## src/rtl/intl_pkg.sv

```systemverilog
// Purpose : shared types and constants for the interlock collector slice.
// Latency : n/a (declarations only).
// Backpressure: n/a.
package intl_pkg;

    localparam int MAX_SRC = 32;
    localparam int IDX_W   = 5;

    typedef enum logic [1:0] {
        ST_NORMAL = 2'd0,
        ST_FAULT  = 2'd1,
        ST_CLEAR  = 2'd2,
        ST_CHECK  = 2'd3
    } intl_state_t;

    // Index of the lowest set bit; 0 when nothing is set.
    function automatic logic [IDX_W-1:0] lowest_set(input logic [MAX_SRC-1:0] v);
        logic [IDX_W-1:0] idx;
        idx = '0;
        for (int i = MAX_SRC - 1; i >= 0; i--) begin
            if (v[i]) begin
                idx = IDX_W'(i);
            end
        end
        return idx;
    endfunction

endpackage

```

## src/rtl/intl_debounce.sv

```systemverilog
// Purpose : per-source debounce counter plus sticky fault latch.
// Latency : latch sets on the edge after the run of high samples reaches limit (limit=0 -> 1 cycle).
// Backpressure: none; level in, level out.
//
// Ports:
//   clk, rst   clock and synchronous active-high reset
//   src        raw fault level from the detector
//   mask       1 = source ignored; counter held at 0, existing latch kept
//   limit      number of consecutive high cycles required before latching
//   force_clr  held high while the collector runs a clear; zeroes counter and latch
//   latched    sticky fault bit
module intl_debounce (
    input  logic        clk,
    input  logic        rst,
    input  logic        src,
    input  logic        mask,
    input  logic [31:0] limit,
    input  logic        force_clr,
    output logic        latched
);

    logic [31:0] cnt;

    always_ff @(posedge clk) begin
        if (rst || force_clr) begin
            cnt     <= '0;
            latched <= 1'b0;
        end else if (mask) begin
            cnt <= '0;
        end else if (src) begin
            // Compare the pre-increment count so limit=0 latches on the first high sample.
            if (cnt >= limit) begin
                latched <= 1'b1;
            end
            // Saturate so a long-standing fault never wraps back below the limit.
            if (cnt != 32'hFFFF_FFFF) begin
                cnt <= cnt + 32'd1;
            end
        end else begin
            cnt <= '0;
        end
    end

endmodule

```

## src/rtl/intl_collector.sv

```systemverilog
// Purpose : mask/debounce/latch interlock flags, record first fault, drive trip and clear sequence.
// Latency : latch -> o_intl / o_first_* / FAULT state one cycle later; clear pulse lasts CLR_HOLD cycles.
// Backpressure: none; all inputs are levels, i_clr is edge-detected internally.
//
// Ports:
//   i_clk, i_rst    clock and synchronous active-high reset
//   i_intl_src      raw per-source fault levels (1 = fault)
//   i_intl_mask     1 = source ignored
//   i_debounce      consecutive high cycles before a source latches
//   i_clr           operator clear request (rising edge acts, only in FAULT)
//   o_intl          registered OR of the latched bits
//   o_pwr_off       power-stage disable, high in FAULT/CLEAR/CHECK
//   o_intl_latched  sticky per-source fault bits
//   o_first_idx     index of the first source to latch; o_first_valid qualifies it
//   o_clr_pulse     clear fed back to the detectors, high for the whole CLEAR state
//   o_state         FSM state for debug
module intl_collector
    import intl_pkg::*;
#(
    parameter int N_SRC    = 8,
    parameter int CLR_HOLD = 16
) (
    input  logic                 i_clk,
    input  logic                 i_rst,
    input  logic [N_SRC-1:0]     i_intl_src,
    input  logic [N_SRC-1:0]     i_intl_mask,
    input  logic [31:0]          i_debounce,
    input  logic                 i_clr,
    output logic                 o_intl,
    output logic                 o_pwr_off,
    output logic [N_SRC-1:0]     o_intl_latched,
    output logic [IDX_W-1:0]     o_first_idx,
    output logic                 o_first_valid,
    output logic                 o_clr_pulse,
    output logic [1:0]           o_state
);

    localparam logic [31:0] HOLD_LAST = 32'(CLR_HOLD - 1);

    intl_state_t          state_q;
    intl_state_t          state_nxt;
    logic [N_SRC-1:0]     latched;
    logic [MAX_SRC-1:0]   latched_ext;
    logic                 clr_q;
    logic                 clr_rise;
    logic [31:0]          hold_cnt;
    logic                 hold_done;
    logic                 src_active;
    logic                 in_clear;
    logic                 intl_q;
    logic                 first_vld_q;
    logic [IDX_W-1:0]     first_idx_q;

    assign in_clear   = (state_q == ST_CLEAR);
    assign clr_rise   = i_clr & ~clr_q;
    assign hold_done  = (hold_cnt == HOLD_LAST);
    assign src_active = |(i_intl_src & ~i_intl_mask);

    // Per-source debounce and latch; all are wiped together while clearing.
    for (genvar k = 0; k < N_SRC; k++) begin : g_src
        intl_debounce u_deb (
            .clk       (i_clk),
            .rst       (i_rst),
            .src       (i_intl_src[k]),
            .mask      (i_intl_mask[k]),
            .limit     (i_debounce),
            .force_clr (in_clear),
            .latched   (latched[k])
        );
    end

    // Widen to the package vector size for the shared priority encoder.
    always_comb begin
        latched_ext = '0;
        for (int i = 0; i < N_SRC; i++) begin
            latched_ext[i] = latched[i];
        end
    end

    always_comb begin
        state_nxt = state_q;
        case (state_q)
            ST_NORMAL: if (|latched)  state_nxt = ST_FAULT;
            ST_FAULT:  if (clr_rise)  state_nxt = ST_CLEAR;
            ST_CLEAR:  if (hold_done) state_nxt = ST_CHECK;
            ST_CHECK:  state_nxt = src_active ? ST_FAULT : ST_NORMAL;
            default:   state_nxt = ST_NORMAL;
        endcase
    end

    always_ff @(posedge i_clk) begin
        if (i_rst) begin
            state_q     <= ST_NORMAL;
            clr_q       <= 1'b0;
            hold_cnt    <= '0;
            intl_q      <= 1'b0;
            first_vld_q <= 1'b0;
            first_idx_q <= '0;
        end else begin
            state_q  <= state_nxt;
            clr_q    <= i_clr;
            intl_q   <= |latched;
            hold_cnt <= in_clear ? hold_cnt + 32'd1 : 32'd0;

            // The record survives a clear that finds a source still active;
            // it is only released when the check comes back clean.
            if (state_q == ST_CHECK && !src_active) begin
                first_vld_q <= 1'b0;
                first_idx_q <= '0;
            end else if (!first_vld_q && |latched) begin
                first_vld_q <= 1'b1;
                first_idx_q <= lowest_set(latched_ext);
            end
        end
    end

    assign o_intl         = intl_q;
    assign o_pwr_off      = (state_q != ST_NORMAL);
    assign o_clr_pulse    = in_clear;
    assign o_state        = state_q;
    assign o_intl_latched = latched;
    assign o_first_idx    = first_idx_q;
    assign o_first_valid  = first_vld_q;

endmodule
```

## config.mk

```make
export PLATFORM = sky130hd
export DESIGN_NAME = intl_collector
export DESIGN_NICKNAME = d
export VERILOG_FILES = /design/src/rtl/intl_pkg.sv /design/src/rtl/intl_debounce.sv /design/src/rtl/intl_collector.sv
export SDC_FILE = /design/constraint.sdc
export NUM_CORES = 1
export LEC_CHECK = 0
export BUFFER_PORTS_ARGS = -buffer_cell sky130_fd_sc_hd__buf_2
export CORE_MARGIN = 5
export CORE_UTILIZATION = 45
export DETAILED_ROUTE_END_ITERATION = 8
export SLEW_MARGIN = 15
export SYNTH_ARGS = -nofsm -noshare
export SYNTH_HDL_FRONTEND = slang
export SYNTH_HIERARCHICAL = 1
export SYNTH_SLANG_ARGS = --single-unit
```

## constraint.sdc

```tcl
create_clock -name i_clk -period 2.44 [get_ports i_clk]
set_clock_uncertainty 0.15 [all_clocks]
set_input_delay 0.488 -clock i_clk [delete_from_list [all_inputs] [get_ports i_clk]]
set_output_delay 0.488 -clock i_clk [all_outputs]
set_load 0.05 [all_outputs]
```

==> reports/metrics.yaml, run 1 <==
outcome:
  status: "completed"
synth:
  yosysUniqueCellTypes: 78
  synth_top_area_share_pct: 27.9
  syn_area_per_cell_um2: 8.10
  ys_ff_latch: 304
  ys.flop_type: "dfxtp_1"
  synthTopCellsByArea: "dfxtp_1 (28%), ha_1 (16%), inv_1 (5.0%), nand2_1 (4.8%), a21oi_1 (4.6%)"
  postSynthCellCount: 2690
  synth_warnings: 6
  seq_area_frac_synth_pct: 27.9
  netlist_area_mm2: 0.0218
  synth_edf_count: 0
  yosys.area.top_type: "dfxtp_1"
  ys_async_sr_fraction_pct: 0
power_and_ir_drop:
  ir_worst_vdd_v: 0.000803
  p_int_mw: 9.38
  clkPwrFrac_pct: 51.1
  total_power_mw: 12.5
  p_per_area_mw_per_mm2: 480
  switchingPower_mw: 3.11
  leakagePower_nw: 12.1
  power_frac_comb_pct: 8.9
  seqPwrFrac_pct: 40.0
  swShare_pct: 24.9
placed_design:
  dpl.hpwl_um: 49000
  portBuffers: 67
  postPlaceCellArea_mm2: 0.0245
  gp_congestion: 0.887
  dp.cells: 3499
floorplan:
  boundaryPins: 70
  coreArea_mm2: 0.0478
  rows: 80
  die_h_um: 230
  dieArea_mm2: 0.0529
  die_w_um: 230
  start_util_pct: 45.5
timing:
  whs_ps: 234
  max_freq_mhz: 418
  rsz0062_at_grt: "yes"
  finalCritPeriodShare_pct: 98.1
  tightest_slew_ps: 681
  setup-violations-final: 0
  drv_slew: 0
  min_period_ps: 2390
  slew_headroom_pct: 54.6
  hold_viol: 0
setup_path:
  cpLargestDelayFamily: "simple AND/OR/NAND/NOR gates"
  cp.arrival_ps: 2700
  crit_chain: "inv_4 > ha_4 > buf_12 > or4b_4 > or4_4 > o221a_2 > o31ai_1"
  critPathRequiredTime_ps: 2750
  crit_buf_inv: 2
  crit_type: "flop to flop"
  cpMaxStageDelayCell: "or4_4"
  path_max_fanout: 10
  slowest_delay_ps: 550
  crit_path_end_kind: "flop"
  critPathLaunchType: "flop"
detailed_routing:
  route.vias.total: 21300
  drtPass1Iterations: 6
  dr.first_iter.drc_count: 1481
  drtAntennaViolNets: 0
  post_drt_wl_per_cell_um: 19.0
  wirelength_um: 68100
  drcViolationCount: 0
  via_per_inst: 5.95
global_route:
  grt_overflow_total: 0
  grt_pass1_vias: 19900
  grt_max_degree: 33
  grt_first_pass_wirelength_um: 107000
  antenna_found_initial: 1
  grt_usage_pct: 24.7
clock_tree:
  clkTransAtPathRegs_ps: 60
  clk_latency_ps: 580
  ctsLongestPathBuffers: 3
  tritoncts: "yes"
  numCtsBuffers: 39
  cts-root-buf: "clkbuf_16"
  cts.sinks: 304
  htree_levels: 2
hold_path:
  holdCritPathClass: "input pin to flop"
final_layout:
  fillers: 4408
  fin_area_mm2: 0.0260
  seqCellArea_mm2: 0.00609
  layout-drive-gt1-share_pct: 16.3
  multiInputGateArea_mm2: 0.0143
  fin_nets: 3254
  post-route-util_pct: 54.4
  synthToLayoutAreaGrowth_pct: 19.5
  stdcell_count: 3579
job:
  cap_violations: 0
metal layers:
layer,part of all wire (%),up-vias,track usage [%]
li1,-,10400,-
met1,45,10200,33.6
met2,45,594,40.2
met3,5.9,131,3.69
met4,3.6,2,8.46
met5,0.010,-,0
tightest hold or removal path, stage by stage:
cell	delay [ps]
buf_2	120
or4b_4	130
or4_4	110
o31ai_1	60
final timing paths:
kind                  startpoint                endpoint  slack (ps)  cells past startpoint
setup / recovery      o_state[0]  g_src[3].u_deb/latched          50                      7
hold reg to reg      hold_cnt[0]             hold_cnt[0]         330                      1
setup reg to reg      o_state[0]  g_src[3].u_deb/latched          50                      7
hold / removal    i_intl_mask[6]  g_src[6].u_deb/latched         230                      4
flip-flops by register name, indices dropped and copies added (netlist names):
signal and count:
o_intl 1, o_first_idx 3, o_state 2, g_src.u_deb/cnt 256, o_first_valid 1, hold_cnt 32, g_src.u_deb/latched 8, clr_q 1
cell type report:
| class | instances | area share [%] |
|---|---|---|
| multi-input combinational | 2025 | 54.8 |
| sequential | 304 | 23.4 |
| timing repair buffer | 272 | 9.20 |
| inverter | 291 | 4.21 |
| clock buffer | 49 | 4.13 |
| tap | 615 | 2.96 |
| clock inverter | 21 | 1.26 |
| antenna | 2 | 0.0192 |
stage by stage:
stage          worst slack, ps  TNS, ps
2_1_floorplan            -28.1     -197
3_3_place_gp              -128     -304
3_5_place_dp              -184    -2020
4_1_cts                   3.27        0
5_1_grt                  -17.7    -21.7
6_report                  45.9        0
cell usage after synthesis, types with 8 or more instances:
master     instances
nand2_1          276
and3_1            43
inv_1            291
xor2_1            27
nor2_1           207
o211ai_1          15
buf_4             10
a22oi_1            8
a221o_1            8
a31o_2            29
and4_1            49
xnor2_1           25
clkbuf_1          37
mux2i_1           33
a21o_1            33
a41o_1             8
a211oi_1          18
o21ai_0           72
or3_2              8
a31oi_1           24
nand3_1          110
o211ai_2           8
or3_1             25
and2_1            14
a21oi_1          199
nand4b_1           8
ha_1             270
or4b_1             8
a2111oi_0          8
nor3_1            21
a221oi_1           8
o21ai_1           43
buf_2              9
nand4_1           79
o2111ai_1          9
nor4_1            20
o31ai_1           52
nand2b_1          36
dfxtp_1          304
or4_1            100
nand4_4            8
o21a_1             9
logic make-up after synthesis:
logic type               Yosys count  synth area share [%]
buffers and inverters            362                  7.07
other                              1                0.0172
AND/OR/NAND/NOR                 1082                  28.2
adder cells (fa/ha/maj)          270                  15.5
AO/OA/AOI/OAI                    586                  17.6
flip-flops                       304                  27.9
XOR/XNOR                          52                  2.09
multiplexers                      33                  1.52
cells in the final DEF (no fill, tap or decap), drive strengths merged, types with 56 or more instances in the layout:
master | Yosys | routed
dfxtp | 304 | 304
inv | 291 | 292
nand2 | 277 | 277
buf | 33 | 271
ha | 270 | 270
nor2 | 207 | 207
a21oi | 199 | 199
o21ai | 115 | 115
nand3 | 111 | 111
or4 | 108 | 108
nand4 | 89 | 89
and4 | 56 | 56
what timing repair did:
action	CTS	global route
hold buffers	1	0
setup endpoints to repair	2	53
endpoints found under the hold margin	1	0
setup buffers	5	2
resized for setup	1	25
pin swaps	0	7
power by group through the flow:
stage	registers, mW	logic, mW	clock network (mW)
floorplan	5.13	0.479	0
global placement	5.10	1.05	0
detailed placement	5.11	1.09	0
CTS	5.00	1.10	6.53
global route	5.00	1.22	6.74
finish	5.00	1.12	6.38
No activity file was read; power rests on OpenSTA's default activity.
==> run 2, diff against run 1 <==
--- a/config.mk
+++ b/config.mk
@@ -7,10 +7,9 @@
 export LEC_CHECK = 0
 export BUFFER_PORTS_ARGS = -buffer_cell sky130_fd_sc_hd__buf_2
 export CORE_MARGIN = 5
-export CORE_UTILIZATION = 45
+export CORE_UTILIZATION = 25
 export DETAILED_ROUTE_END_ITERATION = 8
 export SLEW_MARGIN = 15
 export SYNTH_ARGS = -nofsm -noshare
 export SYNTH_HDL_FRONTEND = slang
-export SYNTH_HIERARCHICAL = 1
 export SYNTH_SLANG_ARGS = --single-unit
==> run 2 against run 1 <==
Compared with the run above: final area decreased by 8.3%; register-to-register slack improved by 97 ps; sequential share of layout area increased by 2.1 points; count of clock-buffer cells in the layout increased by 2; total power decreased by 8.7%; setup slack improved by 97 ps; flip-flop and latch count unchanged; critical path depth increased by 1; largest cell class unchanged; highest routed layer unchanged.
==> reports/metrics.yaml, run 2 <==
clock_tree:
  cts.sinks: 304  # unchanged
  ctsLongestPathBuffers: 3  # unchanged
  clk_latency_ps: 570  # was 580 ps
  htree_levels: 2  # unchanged
  cts-root-buf: "clkbuf_16"  # unchanged
  tritoncts: "yes"  # unchanged
  clkTransAtPathRegs_ps: 60  # about the same
  numCtsBuffers: 37  # was 39
setup_path:
  slowest_delay_ps: 390  # was 550 ps
  crit_path_end_kind: "flop"  # unchanged
  crit_chain: "inv_1 > ha_1 > nand2b_1 > a2111oi_2 > o31a_1 > o21ai_0 > a2111oi_2 > o41ai_1"  # was inv_4 > ha_4 > buf_12 > or4b_4 > or4_4 > o221a_2 > o31ai_1
  cpMaxStageDelayCell: "dfxtp_1"  # was or4_4
  critPathLaunchType: "flop"  # unchanged
  r2r_start: "g_src[5].u_deb.cnt[0]"  # was o_state[0]
  critPathRequiredTime_ps: 2720  # was 2750 ps
  reg2reg_setup_slack_ps: 140  # was 50 ps
  cpLargestDelayFamily: "compound AO/OA/AOI/OAI gates"  # was simple AND/OR/NAND/NOR gates
  crit_cells: 8  # was 7
  path_max_fanout: 4  # was 10
  cp_common_cell: "a2111oi_2"
  crit_buf_inv: 1  # was 2
  worstReg2RegEnd: "g_src[5].u_deb.latched"  # was g_src[3].u_deb/latched
  crit_type: "flop to flop"  # unchanged
  ff2ff_path_depth: 8  # was 7
  cp.arrival_ps: 2580  # was 2700 ps
power_and_ir_drop:
  p_per_area_mw_per_mm2: 478  # was 480 mW/mm²
  ir_worst_vdd_v: 0.000523  # was 0.000803 V
  leakagePower_nw: 9.40  # was 12.1 nW
synth:
  synthTopCellsByArea: "dfxtp_1 (31%), ha_1 (17%), nor2_1 (6.1%), xnor2_1 (5.2%), xor2_1 (4.7%)"  # was dfxtp_1 (28%), ha_1 (16%), inv_1 (5.0%), nand2_1 (4.8%), a21oi_1 (4.6%)
  ys.flop_type: "dfxtp_1"  # unchanged
  synth_warnings: 0  # was 6
  synth_most_common_cell: "nor2_1"  # was dfxtp_1
  ys_ff_latch: 304  # unchanged
  synth_edf_count: 0  # unchanged
  netlist_area_mm2: 0.0196  # was 0.0218 mm²
  yosysUniqueCellTypes: 63  # was 78
  yosys.area.top_type: "dfxtp_1"  # unchanged
  synth_commonest_cells: "nor2_1 (316), dfxtp_1 (304), ha_1 (270), a21oi_1 (134), nand2_1 (132)"  # was dfxtp_1 (304), inv_1 (291), nand2_1 (276), ha_1 (270), nor2_1 (207)
  ys_async_sr_fraction_pct: 0  # unchanged
  postSynthCellCount: 2326  # was 2690
  syn_area_per_cell_um2: 8.42  # was 8.10 µm²
  seq_area_frac_synth_pct: 31.1  # was 27.9%
  synth_top_area_share_pct: 31.1  # was 27.9%
final_layout:
  layout-drive-gt1-share_pct: 12.8  # was 16.3%
  regMostFlops: "g_src.u_deb.cnt"  # was g_src.u_deb/cnt
  largest_reg_flops: 256  # unchanged
  final_common_cell: "nor2_1"  # was dfxtp_1
  synthToLayoutAreaGrowth_pct: 21.8  # was 19.5%
  final_cell_mix: "nor2_1 (316), dfxtp_1 (303), ha_1 (269)"  # was dfxtp_1 (301), inv_1 (290), nand2_1 (276)
  diodes: 0  # was 2
  fin_area_mm2: 0.0239  # was 0.0260 mm²
  stdcell_count: 3619  # was 3579
  reg_top3: "g_src.u_deb.cnt x256, hold_cnt x32, g_src.u_deb.latched x8"  # was g_src.u_deb/cnt x256, hold_cnt x32, g_src.u_deb/latched x8
  fin_nets: 2872  # was 3254
global_route:
  grt_max_degree: 36  # was 33
  grt_first_pass_wirelength_um: 93800  # was 107000 µm
  grt_usage_pct: 13.6  # was 24.7%
  grt_overflow_total: 0  # unchanged
  antenna_found_initial: 3  # was 1
  grt_pass1_vias: 16800  # was 19900
floorplan:
  dieArea_mm2: 0.0841  # was 0.0529 mm²
  die_h_um: 290  # was 230 µm
  start_util_pct: 25.2  # was 45.5%
  die_w_um: 290  # was 230 µm
  coreArea_mm2: 0.0776  # was 0.0478 mm²
  rows: 102  # was 80
  boundaryPins: 70  # unchanged
detailed_routing:
  route.vias.total: 17800  # was 21300
  drtPass1Iterations: 6  # unchanged
  dr.first_iter.drc_count: 1179  # was 1481
  wirelength_um: 59300  # was 68100 µm
  post_drt_wl_per_cell_um: 16.4  # was 19.0 µm
  via_per_inst: 4.91  # was 5.95
  drcViolationCount: 0  # unchanged
  drtAntennaViolNets: 0  # unchanged
placed_design:
  dpl.hpwl_um: 44100  # was 49000 µm
  postPlaceCellArea_mm2: 0.0226  # was 0.0245 mm²
  portBuffers: 67  # unchanged
  gp_congestion: 0.857  # was 0.887
  dp.cells: 3550  # was 3499
timing:
  finalCritPeriodShare_pct: 94.2  # was 98.1%
  hold_viol: 0  # unchanged
  max_freq_mhz: 435  # was 418 MHz
  drv_slew: 0  # unchanged
  whs_ps: 59.9  # was 234 ps
  tightest_slew_ps: 726  # was 681 ps
  rsz0062_at_grt: "no"  # was yes
  slew_headroom_pct: 51.0  # was 54.6%
  setup-violations-final: 0  # unchanged
  min_period_ps: 2300  # was 2390 ps
outcome:
  status: "completed"  # unchanged
hold_path:
  holdCritPathClass: "input pin to flop"  # unchanged
  hold_path_startpoint: "i_rst"  # was i_intl_mask[6]
  min_path_cells: 2  # was 4
  whs_endpoint: "clr_q"  # was g_src[6].u_deb/latched
job:
  cap_violations: 0  # unchanged
run 2: per-stage QoR:
stage,worst slack [ps],total power [mW],TNS [ps],utilization [%]
global route,3.86,11.8,0,30.8
global placement,-183,5.94,-982,29.1
CTS,23.8,11.6,0,30.7
finish,142,11.4,0,30.8
detailed placement,-350,5.95,-1760,29.1
floorplan,139,5.51,0,-
run 2: cell families after synthesis:
family | after synthesis | synth area share [%]
mux | 6 | 0.307
flops | 304 | 31.1
buf+inv | 141 | 2.97
other cells | 1 | 0.0191
xor+xnor | 222 | 9.93
compound gates | 369 | 12.0
simple gates | 1013 | 26.5
fa+ha+maj | 270 | 17.2
run 2: timing repair:
action                                  4_1_cts  5_1_grt
buffers inserted                              0        1
pin swaps                                     0        3
resized for setup                             3        9
endpoints found under the setup margin        1       13
hold buffers                                  1        0
cloned                                        0        0
endpoints found under the hold margin         1        0
run 2: worst max-delay path by stage:
stage                                      from                      to
after floorplan                      o_state[1]   g_src[1].u_deb.cnt[0]
after global placement            i_debounce[9]  g_src[7].u_deb.latched
after detailed placement          i_debounce[9]  g_src[5].u_deb.latched
after CTS                 g_src[5].u_deb.cnt[0]  g_src[5].u_deb.latched
after global routing      g_src[6].u_deb.cnt[3]  g_src[6].u_deb.cnt[31]
final                     g_src[5].u_deb.cnt[0]  g_src[5].u_deb.latched
run 2: metal layers:
| metal | global-route usage, % | part of all wire, % | up-vias |
|---|---|---|---|
| li1 | - | - | 8930 |
| met4 | 3.39 | 2.2 | 2 |
| met1 | 19.1 | 48 | 8362 |
| met5 | 0 | 0.019 | - |
| met3 | 2.35 | 5.7 | 79 |
| met2 | 21.7 | 44 | 403 |
run 2: area by class of cell:
type                    count  area, µm²
inverters                  77        289
clock buffers              51       1050
fillers                  8354      53700
multi-input cells        1882      13000
flip-flops and latches    304       6090
clock inverters            16        158
repair buffers            249       2020
well taps                1040       1300
run 2: where the power goes:
group | switching (mW) | internal, mW
logic | 0.532 | 0.316
clock network | 2.32 | 3.24
registers | 0.0169 | 4.98
total | 2.87 | 8.54
